## src/rtl/id_ex_reg.sv

```systemverilog
// ID/EX pipeline register: carries decoded operands and control into execute,
// supports stall/flush, raises a combinational load-use hazard, counts bubbles.
module id_ex_reg #(
    parameter int WIDTH = 64
) (
    input  logic             clk,
    input  logic             reset,
    input  logic             stall,
    input  logic             flush,
    input  logic             id_valid,
    input  logic [WIDTH-1:0] id_pc,
    input  logic [WIDTH-1:0] id_rd1,
    input  logic [WIDTH-1:0] id_rd2,
    input  logic [WIDTH-1:0] id_imm,
    input  logic [4:0]       id_rn,
    input  logic [4:0]       id_rm,
    input  logic [4:0]       id_rd,
    input  logic             id_alu_src,
    input  logic             id_mem_rd,
    input  logic             id_mem_wr,
    input  logic             id_reg_wr,
    input  logic             id_mem_to_reg,
    input  logic [2:0]       id_alu_op,
    output logic             ex_valid,
    output logic [WIDTH-1:0] ex_pc,
    output logic [WIDTH-1:0] ex_rd1,
    output logic [WIDTH-1:0] ex_rd2,
    output logic [WIDTH-1:0] ex_imm,
    output logic [4:0]       ex_rd,
    output logic             ex_alu_src,
    output logic             ex_mem_rd,
    output logic             ex_mem_wr,
    output logic             ex_reg_wr,
    output logic             ex_mem_to_reg,
    output logic [2:0]       ex_alu_op,
    output logic             load_use_hazard,
    output logic [15:0]      bubble_cnt
);

    localparam logic [4:0] XZR = 5'd31;

    // Stage control: reset beats flush beats stall beats load. A stall holds
    // the current contents; a flush (even with stall) writes a bubble.
    logic             r_valid;
    logic [WIDTH-1:0] r_pc;
    logic [WIDTH-1:0] r_rd1;
    logic [WIDTH-1:0] r_rd2;
    logic [WIDTH-1:0] r_imm;
    logic [4:0]       r_rd;
    logic             r_alu_src;
    logic             r_mem_rd;
    logic             r_mem_wr;
    logic             r_reg_wr;
    logic             r_mem_to_reg;
    logic [2:0]       r_alu_op;
    logic [15:0]      r_bubble_cnt;

    logic w_bubble_in;
    logic w_cnt_sat;
    logic w_rd_match;

    assign w_bubble_in = flush | (~stall & ~id_valid);
    assign w_cnt_sat   = &r_bubble_cnt;

    always_ff @(posedge clk or posedge reset) begin
        if (reset) begin
            r_valid      <= 1'b0;
            r_pc         <= '0;
            r_rd1        <= '0;
            r_rd2        <= '0;
            r_imm        <= '0;
            r_rd         <= XZR;
            r_alu_src    <= 1'b0;
            r_mem_rd     <= 1'b0;
            r_mem_wr     <= 1'b0;
            r_reg_wr     <= 1'b0;
            r_mem_to_reg <= 1'b0;
            r_alu_op     <= 3'b000;
        end else if (flush) begin
            r_valid      <= 1'b0;
            r_pc         <= '0;
            r_rd1        <= '0;
            r_rd2        <= '0;
            r_imm        <= '0;
            r_rd         <= XZR;
            r_alu_src    <= 1'b0;
            r_mem_rd     <= 1'b0;
            r_mem_wr     <= 1'b0;
            r_reg_wr     <= 1'b0;
            r_mem_to_reg <= 1'b0;
            r_alu_op     <= 3'b000;
        end else if (!stall) begin
            r_valid      <= id_valid;
            r_pc         <= id_pc;
            r_rd1        <= id_rd1;
            r_rd2        <= id_rd2;
            r_imm        <= id_imm;
            r_rd         <= id_rd;
            r_alu_src    <= id_alu_src;
            // Side-effecting controls are gated so an invalid slot never writes.
            r_mem_rd     <= id_mem_rd & id_valid;
            r_mem_wr     <= id_mem_wr & id_valid;
            r_reg_wr     <= id_reg_wr & id_valid;
            r_mem_to_reg <= id_mem_to_reg;
            r_alu_op     <= id_alu_op;
        end
    end

    always_ff @(posedge clk or posedge reset) begin
        if (reset) begin
            r_bubble_cnt <= 16'd0;
        end else if (w_bubble_in && !w_cnt_sat) begin
            r_bubble_cnt <= r_bubble_cnt + 16'd1;
        end
    end

    // XZR as a destination is never a real producer, so it cannot cause a hazard.
    assign w_rd_match = (r_rd != XZR) & ((r_rd == id_rn) | (r_rd == id_rm));
    assign load_use_hazard = r_valid & r_mem_rd & w_rd_match & id_valid;

    assign ex_valid      = r_valid;
    assign ex_pc         = r_pc;
    assign ex_rd1        = r_rd1;
    assign ex_rd2        = r_rd2;
    assign ex_imm        = r_imm;
    assign ex_rd         = r_rd;
    assign ex_alu_src    = r_alu_src;
    assign ex_mem_rd     = r_mem_rd;
    assign ex_mem_wr     = r_mem_wr;
    assign ex_reg_wr     = r_reg_wr;
    assign ex_mem_to_reg = r_mem_to_reg;
    assign ex_alu_op     = r_alu_op;
    assign bubble_cnt    = r_bubble_cnt;

endmodule

```

## config.mk

```make
export PLATFORM = sky130hd
export DESIGN_NAME = id_ex_reg
export DESIGN_NICKNAME = d
export VERILOG_FILES = /design/src/rtl/id_ex_reg.sv
export SDC_FILE = /design/constraint.sdc
export NUM_CORES = 1
export LEC_CHECK = 0
export BUFFER_PORTS_ARGS = -buffer_cell sky130_fd_sc_hd__buf_4
export CORE_AREA = 2 2 225 227
export CTS_CLUSTER_DIAMETER = 200
export CTS_CLUSTER_SIZE = 30
export DETAILED_ROUTE_END_ITERATION = 12
export DIE_AREA = 0 0 227 229
export SYNTH_ARGS = -nofsm -noshare
export SYNTH_HDL_FRONTEND = slang
export SYNTH_SLANG_ARGS = --single-unit
```

## constraint.sdc

```tcl
create_clock -name clk -period 10.4 [get_ports clk]
set_clock_uncertainty 0.2 [all_clocks]
set_input_delay 1.04 -clock clk [delete_from_list [all_inputs] [get_ports clk]]
set_output_delay 1.04 -clock clk [all_outputs]
set_load 0.01 [all_outputs]
```

==> results by group, run 1 <==
Synthesis
  – Synth Instances: 967
  – Top cells by count, synth: dfrtp_1, nor2_1, mux2i_1
  – Sequential element share of the synthesized area: 0.6120
  – EDFF count, synth: 0
  – Netlist cell types: 34
  – Syn. warnings: 0
  – Cell with the most instances after synthesis: dfrtp_1
  – Syn_nets: 1252
  – Largest cells by area after synthesis: dfrtp_1, mux2i_1, nor2_1, buf_2, dfstp_2
  – Syn_area_per_cell: 12.10 sq um
  – Post-synthesis cell area: 11700 sq um
  – Seq cells post-synth: 286
  – Top-area cell type share of the netlist area: 0.6008
  – Top_reg_cell synth: dfrtp_1
  – Synth area leader: dfrtp_1
  – Asr flop ratio synth: 1.000

Critical path
  – CP startpoint kind: register
  – Crit end category: primary output
  – Crit-path leading delay family: flip-flops
  – CP Cell Sequence: xor2_1 > nor3_1 > nand3_1 > a21oi_1 > buf_4
  – CP max-delay cell: dfstp_2
  – Critical path peak fanout: 5
  – CP max stage delay: 0.72 ns
  – Reg2reg setup slack: 8.20 ns
  – CP required: 9.16 ns
  – WP buf/inv: 1
  – Setup Crit Path Kind: reg -> out
  – WP data arrival: 2.64 ns

Routing
  – First-pass detailed-route iteration total: 4
  – Detailed-route via count: 9073
  – Drt wl/cell: 17.21 um
  – Drt initial violations: 459
  – Via density per instance: 4.173
  – DRT Wirelength: 37410 um
  – ANT nets after route: 0
  – Drt drc: 0

Finish
  – # diodes: 0
  – Final Cell Area: 17000 sq um
  – Share of cells above drive strength 1: 0.4041
  – Area grow syn2layout: 45.28%
  – Final #Nets: 1785
  – Fillers: 5069

Placed design
  – IO Port Bufs: 570
  – Dpl ws: 6.227 ns
  – Placer congestion estimate: 0.7917
  – Post-place instance area: 16650 sq um
  – DP HPWL: 27630 um

Die
  – DIE AREA: 51980 sq um
  – Top Ports: 571
  – CORE AREA: 49660 sq um
  – Die X: 227 um
  – Die H: 229 um
  – Initial Utilization: 0.2357
  – Row count: 82

Clocking
  – Post-CTS Repair Setup Buffers: 0
  – Hold_buf cts: 0
  – Clock Latency Late Sink: 0.52 ns
  – Resized cells post-CTS: 0
  – CTS H-tree lvls: 1
  – Total CTS buffers: 13
  – TritonCTS clock tree: done
  – CTS clk-pin slew, worst paths: 0.12 ns
  – Root Buffer: clkbuf_16
  – Clock Sinks: 286
  – Clock tree buffer depth: 3

Global routing
  – GRT Overall Usage: 0.1361
  – Vias in the first global route: 9314
  – Largest net degree at the start of global routing: 90
  – Antenna violations before repair: 0
  – Grt ovf: 0
  – First-pass GRT wire length: 55430 um

Timing
  – Final Cycle Share: 0.3726
  – Max-slew violations: 0
  – Setup Viol. Count Final: 0
  – RSZ-0062 raised after global routing: false
  – PnR worst setup slack: 6.525 ns
  – Max Clk Rate: 258.1 MHz
  – Actual slew at the worst max-slew pin: 1.051 ns
  – Final Hold Viols: 0
  – Setup TNS: 0 ns
  – WHS: 0.3315 ns
  – Min cycle time layout: 3.875 ns
  – Rel. slew slack: 0.2993

Worst hold path
  – HP Class: reg -> reg

Power
  – P_leak: 9.108 nW
  – Pwr dens: 135.7 nW/um^2
  – Maximum VDD drop: 115.0 uV

Outcome
  – Status: complete, no violations

Run
  – Max-cap viol count: 0
metrics by stage:
stage          power [mW]  utilization  std cells
3_5_place_dp        1.744       0.3353       2157
2_1_floorplan       1.472            -        967
4_1_cts             2.359       0.3424       2174
6_report            2.307       0.3424       2174
5_1_grt             2.437       0.3424       2174
3_3_place_gp        1.735       0.3353       2157
path summary, 6_finish.rpt:
kind,start,to,depth (start not counted)
min in group asynchronous,reset,ex_rd1[39],2
worst min-delay path,bubble_cnt[12],bubble_cnt[12],1
worst max-delay path,ex_rd[2],load_use_hazard,5
worst max register to register,bubble_cnt[0],bubble_cnt[1],5
max in group asynchronous,reset,ex_rd2[15],4
worst min register to register,bubble_cnt[12],bubble_cnt[12],1
layer usage:
metal  track usage  vias up  routed length (um)
met5             0        -                   0
met4       0.02655        0                 511
met3       0.04606       28                4083
met2        0.2375      381               18370
met1        0.1622     4404               14450
li1              -     4260                   -
power by group:
| part | internal (mW) | switching (mW) |
|---|---|---|
| clock network | 0.237 | 0.359 |
| logic | 0.241 | 0.220 |
| registers | 1.19 | 0.0637 |
placed cells by master (no fill, tap or decap), types with 3 or more instances in the layout:
cell	Yosys	layout
buf_4	0	578
nand4_1	6	6
dfstp_2	5	5
nand3_1	10	10
a211o_1	5	5
mux2i_1	261	261
clkbuf_1	32	3
dfrtp_1	281	281
a22oi_1	3	3
xor2_1	8	8
clkbuf_16	0	13
nor2_1	269	269
nor3_1	5	5
nor2b_1	6	6
nand2_1	6	6
xnor2_1	13	13
cell type report:
cell class | instances | area, sq um | share of cell area
tap | 672 | 840.8 | 0.04945
clock inverter | 1 | 16.27 | 0.0009567
sequential | 286 | 7163 | 0.4213
multi-input combinational | 617 | 4263 | 0.2507
clock buffer | 16 | 336.6 | 0.01980
inverter | 2 | 15.01 | 0.0008831
timing repair buffer | 580 | 4368 | 0.2569
cell families after synthesis:
family / count (synthesis) / synth area share
multiplexers: 263 / 0.2251
adder cells (fa/ha/maj): 1 / 0.001069
flip-flops: 286 / 0.6120
AND/OR/NAND/NOR: 315 / 0.1111
AO/OA/AOI/OAI: 17 / 0.01122
buffers and inverters: 64 / 0.02373
XOR/XNOR: 21 / 0.01572
Power figures use the tool's default switching activity.
==> inputs of run 2 (changes only) <==
==> constraint.sdc (replaced) <==
create_clock -name clk -period 3.8 [get_ports clk]
set_clock_uncertainty 0.2 [all_clocks]
set_input_delay 0.38 -clock clk [delete_from_list [all_inputs] [get_ports clk]]
set_output_delay 0.38 -clock clk [all_outputs]
set_load 0.01 [all_outputs]
==> run 2 against run 1 <==
Against the previous run:
- first-iteration DRC count grew 13%
- sequential power grew to 2.7 times the previous value
- highest routed layer unchanged
- die area is the same
- sequential cell count is the same
- largest power group unchanged
==> results by group, run 2 (synthesis results as in run 1) <==
Die
  – Top Ports: 571
  – Die H: 229 um
  – Initial Utilization: 0.2357
  – Die X: 227 um
  – CORE AREA: 49660 sq um
  – DIE AREA: 51980 sq um
  – Row count: 82

Critical path
  – CP startpoint kind: register
  – WP data arrival: 1.89 ns
  – CP required: 3.22 ns
  – Reg2reg setup slack: 1.59 ns
  – Setup Crit Path Kind: reg -> out
  – Critical path peak fanout: 5
  – Reg2reg end: bubble_cnt[1]
  – R2R cell count: 5
  – Crit end category: primary output
  – Reg-to-reg critical path startpoint: bubble_cnt[0]

Global routing
  – Grt ovf: 0
  – Antenna violations before repair: 0
  – GRT Overall Usage: 0.1460
  – Vias in the first global route: 10.97k
  – First-pass GRT wire length: 60580 um
  – Largest net degree at the start of global routing: 147

Power
  – Pwr dens: 332.7 nW/um^2
  – Maximum VDD drop: 264.2 uV
  – P_leak: 10.28 nW
  – Clock network fraction of design power: 0.250
  – Logic gate share of total power: 0.230
  – Net Sw Power: 1.841 mW
  – Tot Pwr: 6.593 mW
  – Internal power: 4.752 mW
  – Sw Share: 0.2793
  – Power share of the sequential group: 0.519

Clocking
  – CTS H-tree lvls: 1
  – Clock Latency Late Sink: 0.52 ns
  – TritonCTS clock tree: done
  – Post-CTS Repair Setup Buffers: 0
  – Root Buffer: clkbuf_16
  – Resized cells post-CTS: 0
  – Total CTS buffers: 13
  – Clock tree buffer depth: 3
  – Clock Sinks: 286
  – Hold_buf cts: 270
  – CTS clk-pin slew, worst paths: 0.12 ns

Placed design
  – IO Port Bufs: 570
  – Placer congestion estimate: 0.8297
  – DP HPWL: 26480 um
  – Dpl ws: 1.602 ns
  – Post-place instance area: 16750 sq um
  – Placed cells: 2163

Routing
  – Drt wl/cell: 16.31 um
  – Drt drc: 0
  – DRT Wirelength: 39980 um
  – Drt initial violations: 518
  – Detailed-route via count: 10.30k
  – First-pass detailed-route iteration total: 5
  – ANT nets after route: 0
  – Via density per instance: 4.202

Timing
  – Rel. slew slack: 0.3921
  – Max-slew violations: 0
  – Actual slew at the worst max-slew pin: 0.9119 ns
  – Setup TNS: 0 ns
  – Final Cycle Share: 0.6495
  – Max Clk Rate: 405.2 MHz
  – Final Hold Viols: 0
  – Setup Viol. Count Final: 0
  – WHS: 0.07446 ns
  – RSZ-0062 raised after global routing: false
  – PnR worst setup slack: 1.332 ns
  – Min cycle time layout: 2.468 ns

Finish
  – # diodes: 0
  – Share of cells above drive strength 1: 0.3446
  – Multi-input logic area: 4263 sq um
  – Util after Layout: 0.3990
  – Fillers: 4701
  – Seq. cell area: 7163 sq um
  – Most common cell after layout, fill and taps aside: buf_4
  – Final Cell Area: 19810 sq um
  – Area grow syn2layout: 69.29%
  – Final #Nets: 2061
  – Fin cells: 2451
  – Most frequent cells in the layout: buf_4, dfrtp_1, dlygate4sd3_1

Worst hold path
  – Hold depth: 2
  – Worst hold path startpoint: flush
  – Hold endpoint: ex_imm[13]
  – HP Class: in -> reg

Outcome
  – Status: complete, no violations

Run
  – Max-cap viol count: 0
==> run 2: per-layer routing <==
metal  wire length, um  vias to the layer above  share of wire  track usage
met2             20290                      409           0.51       0.2648
met5                 0                        -              0            0
met4              1079                        0          0.027      0.04044
met1             15520                     5006           0.39       0.1691
li1                  -                     4833              -            -
met3              3092                       50          0.077      0.03605
==> run 2: worst max path at each step <==
stage	start	end	slack (ns)	cells past startpoint
2_1_floorplan	reset	bubble_cnt[0]	-0.57	1
3_3_place_gp	stall	ex_imm[11]	1.65	4
3_5_place_dp	bubble_cnt[0]	bubble_cnt[1]	1.60	5
4_1_cts	ex_rd[1]	load_use_hazard	1.28	4
5_1_grt	ex_rd[2]	load_use_hazard	1.25	4
6_report	ex_rd[1]	load_use_hazard	1.33	4
==> run 2: cell type report <==
cell class / count / area share
clock buffer: 17 / 0.01718
sequential: 286 / 0.3615
timing repair buffer: 856 / 0.3623
multi-input combinational: 617 / 0.2152
tap: 672 / 0.04244
inverter: 2 / 0.0005684
clock inverter: 1 / 0.0008210
==> run 2: worst max-delay path, cell delays in order (launching register included) <==
cell and delay [ns]:
dfstp_2 0.62, nand3_1 0.14, o2111ai_1 0.37, a21oi_1 0.08, buf_4 0.16
==> run 2: power by group through the flow <==
stage          Clock, mW  Combinational (mW)  Sequential (mW)
2_1_floorplan          0               0.484             3.54
3_3_place_gp           0                1.28             3.47
3_5_place_dp           0                1.29             3.48
4_1_cts             1.76                1.52             3.42
5_1_grt             1.85                1.64             3.45
6_report            1.65                1.52             3.42
==> inputs of run 3 (changes only) <==
--- a/config.mk
+++ b/config.mk
@@ -5,12 +5,13 @@
 export SDC_FILE = /design/constraint.sdc
 export NUM_CORES = 1
 export LEC_CHECK = 0
+export ABC_AREA = 1
 export BUFFER_PORTS_ARGS = -buffer_cell sky130_fd_sc_hd__buf_4
-export CORE_AREA = 2 2 225 227
+export CORE_AREA = 2 2 221 223
 export CTS_CLUSTER_DIAMETER = 200
 export CTS_CLUSTER_SIZE = 30
 export DETAILED_ROUTE_END_ITERATION = 12
-export DIE_AREA = 0 0 227 229
+export DIE_AREA = 0 0 223 225
 export SYNTH_ARGS = -nofsm -noshare
 export SYNTH_HDL_FRONTEND = slang
 export SYNTH_SLANG_ARGS = --single-unit
==> constraint.sdc (replaced) <==
create_clock -name clk -period 2.45 [get_ports clk]
set_clock_uncertainty 0.2 [all_clocks]
set_input_delay 0.245 -clock clk [delete_from_list [all_inputs] [get_ports clk]]
set_output_delay 0.245 -clock clk [all_outputs]
set_load 0.01 [all_outputs]
==> run 3 against run 2 <==
Against the previous run:
- register-to-register slack worse by 1.1 ns
- via count is 3.3% lower
- cell count down 8.8%
- first-iteration DRC count decreased by 9.1%
- hold slack got worse by 0.035 ns
- synthesized cell count decreased by 18%
- highest routed layer unchanged
==> results by group, run 3 <==
Outcome
  – Status: complete, no violations

Worst hold path
  – HP Class: in -> reg

Timing
  – Max-slew violations: 0
  – Actual slew at the worst max-slew pin: 0.6988 ns
  – Setup Viol. Count Final: 0
  – Setup TNS: 0 ns
  – Final Hold Viols: 0
  – Rel. slew slack: 0.5341
  – RSZ-0062 raised after global routing: false
  – WHS: 0.03977 ns
  – Min cycle time layout: 2.291 ns
  – Max Clk Rate: 436.5 MHz
  – Final Cycle Share: 0.9352

Finish
  – Share of cells above drive strength 1: 0.3870
  – # diodes: 0
  – Final #Nets: 1903
  – Area grow syn2layout: 77.17%
  – Most common cell after layout, fill and taps aside: buf_4
  – Most frequent cells in the layout: buf_4, dfrtp_1, dlygate4sd3_1
  – Final Cell Area: 18820 sq um

Synthesis
  – Syn. warnings: 0
  – Netlist cell types: 24
  – Top_reg_cell synth: dfrtp_1
  – Seq cells post-synth: 286
  – Largest cells by area after synthesis: dfrtp_1, a22o_1, nand2_1, buf_2, dfstp_2
  – EDFF count, synth: 0
  – Synth area leader: dfrtp_1
  – Post-synthesis cell area: 10620 sq um
  – Syn_area_per_cell: 13.43 sq um
  – Top cells by count, synth: dfrtp_1, a22o_1, nand2_1
  – Syn_nets: 1076
  – Synth Instances: 791
  – Top-area cell type share of the netlist area: 0.6620
  – Sequential element share of the synthesized area: 0.6743
  – Asr flop ratio synth: 1.000
  – Cell with the most instances after synthesis: dfrtp_1

Clocking
  – CTS H-tree lvls: 1
  – Post-CTS Repair Setup Buffers: 0
  – Root Buffer: clkbuf_16
  – TritonCTS clock tree: done
  – Total CTS buffers: 13
  – Clock Latency Late Sink: 0.51 ns
  – CTS clk-pin slew, worst paths: 0.12 ns
  – Clock Sinks: 286
  – Clock tree buffer depth: 3

Die
  – Die X: 223 um
  – CORE AREA: 47550 sq um
  – Row count: 80
  – DIE AREA: 50180 sq um
  – Top Ports: 571
  – Initial Utilization: 0.2234
  – Die H: 225 um

Critical path
  – WP buf/inv: 2
  – Reg2reg setup slack: 0.53 ns
  – CP required: 2.01 ns
  – WP data arrival: 1.85 ns
  – Critical path peak fanout: 4
  – Crit-path leading delay family: flip-flops
  – CP Cell Sequence: inv_1 > nand2_1 > nand2_1 > nor2_1 > nand3_1 > a21oi_1 > buf_4
  – Most frequent CP cell: nand2_1
  – Setup Crit Path Kind: reg -> out
  – CP startpoint kind: register
  – Crit end category: primary output
  – CP max stage delay: 0.60 ns
  – CP max-delay cell: dfstp_2

Power
  – Maximum VDD drop: 403.9 uV
  – P_leak: 9.392 nW
  – Pwr dens: 525.4 nW/um^2

Placed design
  – IO Port Bufs: 570
  – Post-place instance area: 15710 sq um
  – DP HPWL: 25520 um
  – Placer congestion estimate: 0.8538

Routing
  – Via density per instance: 4.458
  – Drt initial violations: 471
  – DRT Wirelength: 38980 um
  – Drt wl/cell: 17.44 um
  – Drt drc: 0
  – Detailed-route via count: 9963
  – ANT nets after route: 0
  – First-pass detailed-route iteration total: 4

Global routing
  – Vias in the first global route: 10.66k
  – First-pass GRT wire length: 59600 um
  – GRT Overall Usage: 0.1467
  – Largest net degree at the start of global routing: 123
  – Grt ovf: 0
  – Antenna violations before repair: 0

Run
  – Max-cap viol count: 0
[run 3: logic make-up after synthesis]
group	after synthesis	synth area share
adders and majority gates	1	0.001178
buffers and inverters	83	0.03604
DFF	286	0.6743
xor gates and xnor gates	15	0.01237
AOI/OAI and AO/OA	275	0.2234
and+or+nand+nor	131	0.05265
[run 3: final timing paths]
path	from	end	cells after the start
max	ex_rd[4]	load_use_hazard	7
min	flush	ex_valid	5
max reg2reg	bubble_cnt[0]	bubble_cnt[6]	7
min reg2reg	ex_pc[51]	ex_pc[51]	1
max in group asynchronous	reset	ex_rd2[48]	5
min in group asynchronous	reset	ex_imm[12]	3
[run 3: layout make-up]
type	count	area (sq um)
sequential	286	7163
fill	4360	28730
multi-input combinational	422	3087
inverter	24	93.84
tap	615	769.5
clock buffer	16	336.6
clock inverter	1	16.27
timing repair buffer	871	7355
[run 3: repair_timing]
action                                 in CTS  in global routing
hold buffers                              276                  0
gates resized for setup                     0                  0
endpoints found under the hold margin     440                  0
[run 3: worst register-to-register path, cell delays in order, from the launching register on]
cell and delay, ns:
dfrtp_1 0.47, ha_1 0.30, inv_2 0.07, nor2_4 0.11
nand2_2 0.08, o21ai_4 0.24, buf_4 0.22, o21ai_0 0.10
[run 3: where the power goes]
group	leakage [nW]	internal, mW	switching, mW
registers	3.79	5.01	0.244
clock network	0.171	1.01	1.53
logic	5.43	1.22	0.882
[run 3: routing by layer]
| layer | GRT usage | wire length, um | part of all wire | up-vias |
|---|---|---|---|---|
| li1 | - | - | - | 4537 |
| met1 | 0.1755 | 15420 | 0.40 | 4931 |
| met2 | 0.2574 | 19610 | 0.50 | 416 |
| met3 | 0.03377 | 2637 | 0.068 | 79 |
| met4 | 0.05412 | 1309 | 0.034 | 0 |
| met5 | 0 | 0 | 0 | - |
[run 3: metrics by stage]
step / worst slack [ns] / power, mW / util / cells
3_3_place_gp: 0.6314 / 7.052 / 0.3303 / 1942
3_5_place_dp: 0.5579 / 7.062 / 0.3303 / 1942
6_report: 0.1588 / 9.889 / 0.3958 / 2235
4_1_cts: 0.1325 / 10.02 / 0.3958 / 2235
2_1_floorplan: -1.782 / 5.996 / - / 791
5_1_grt: 0.05606 / 10.38 / 0.3958 / 2235
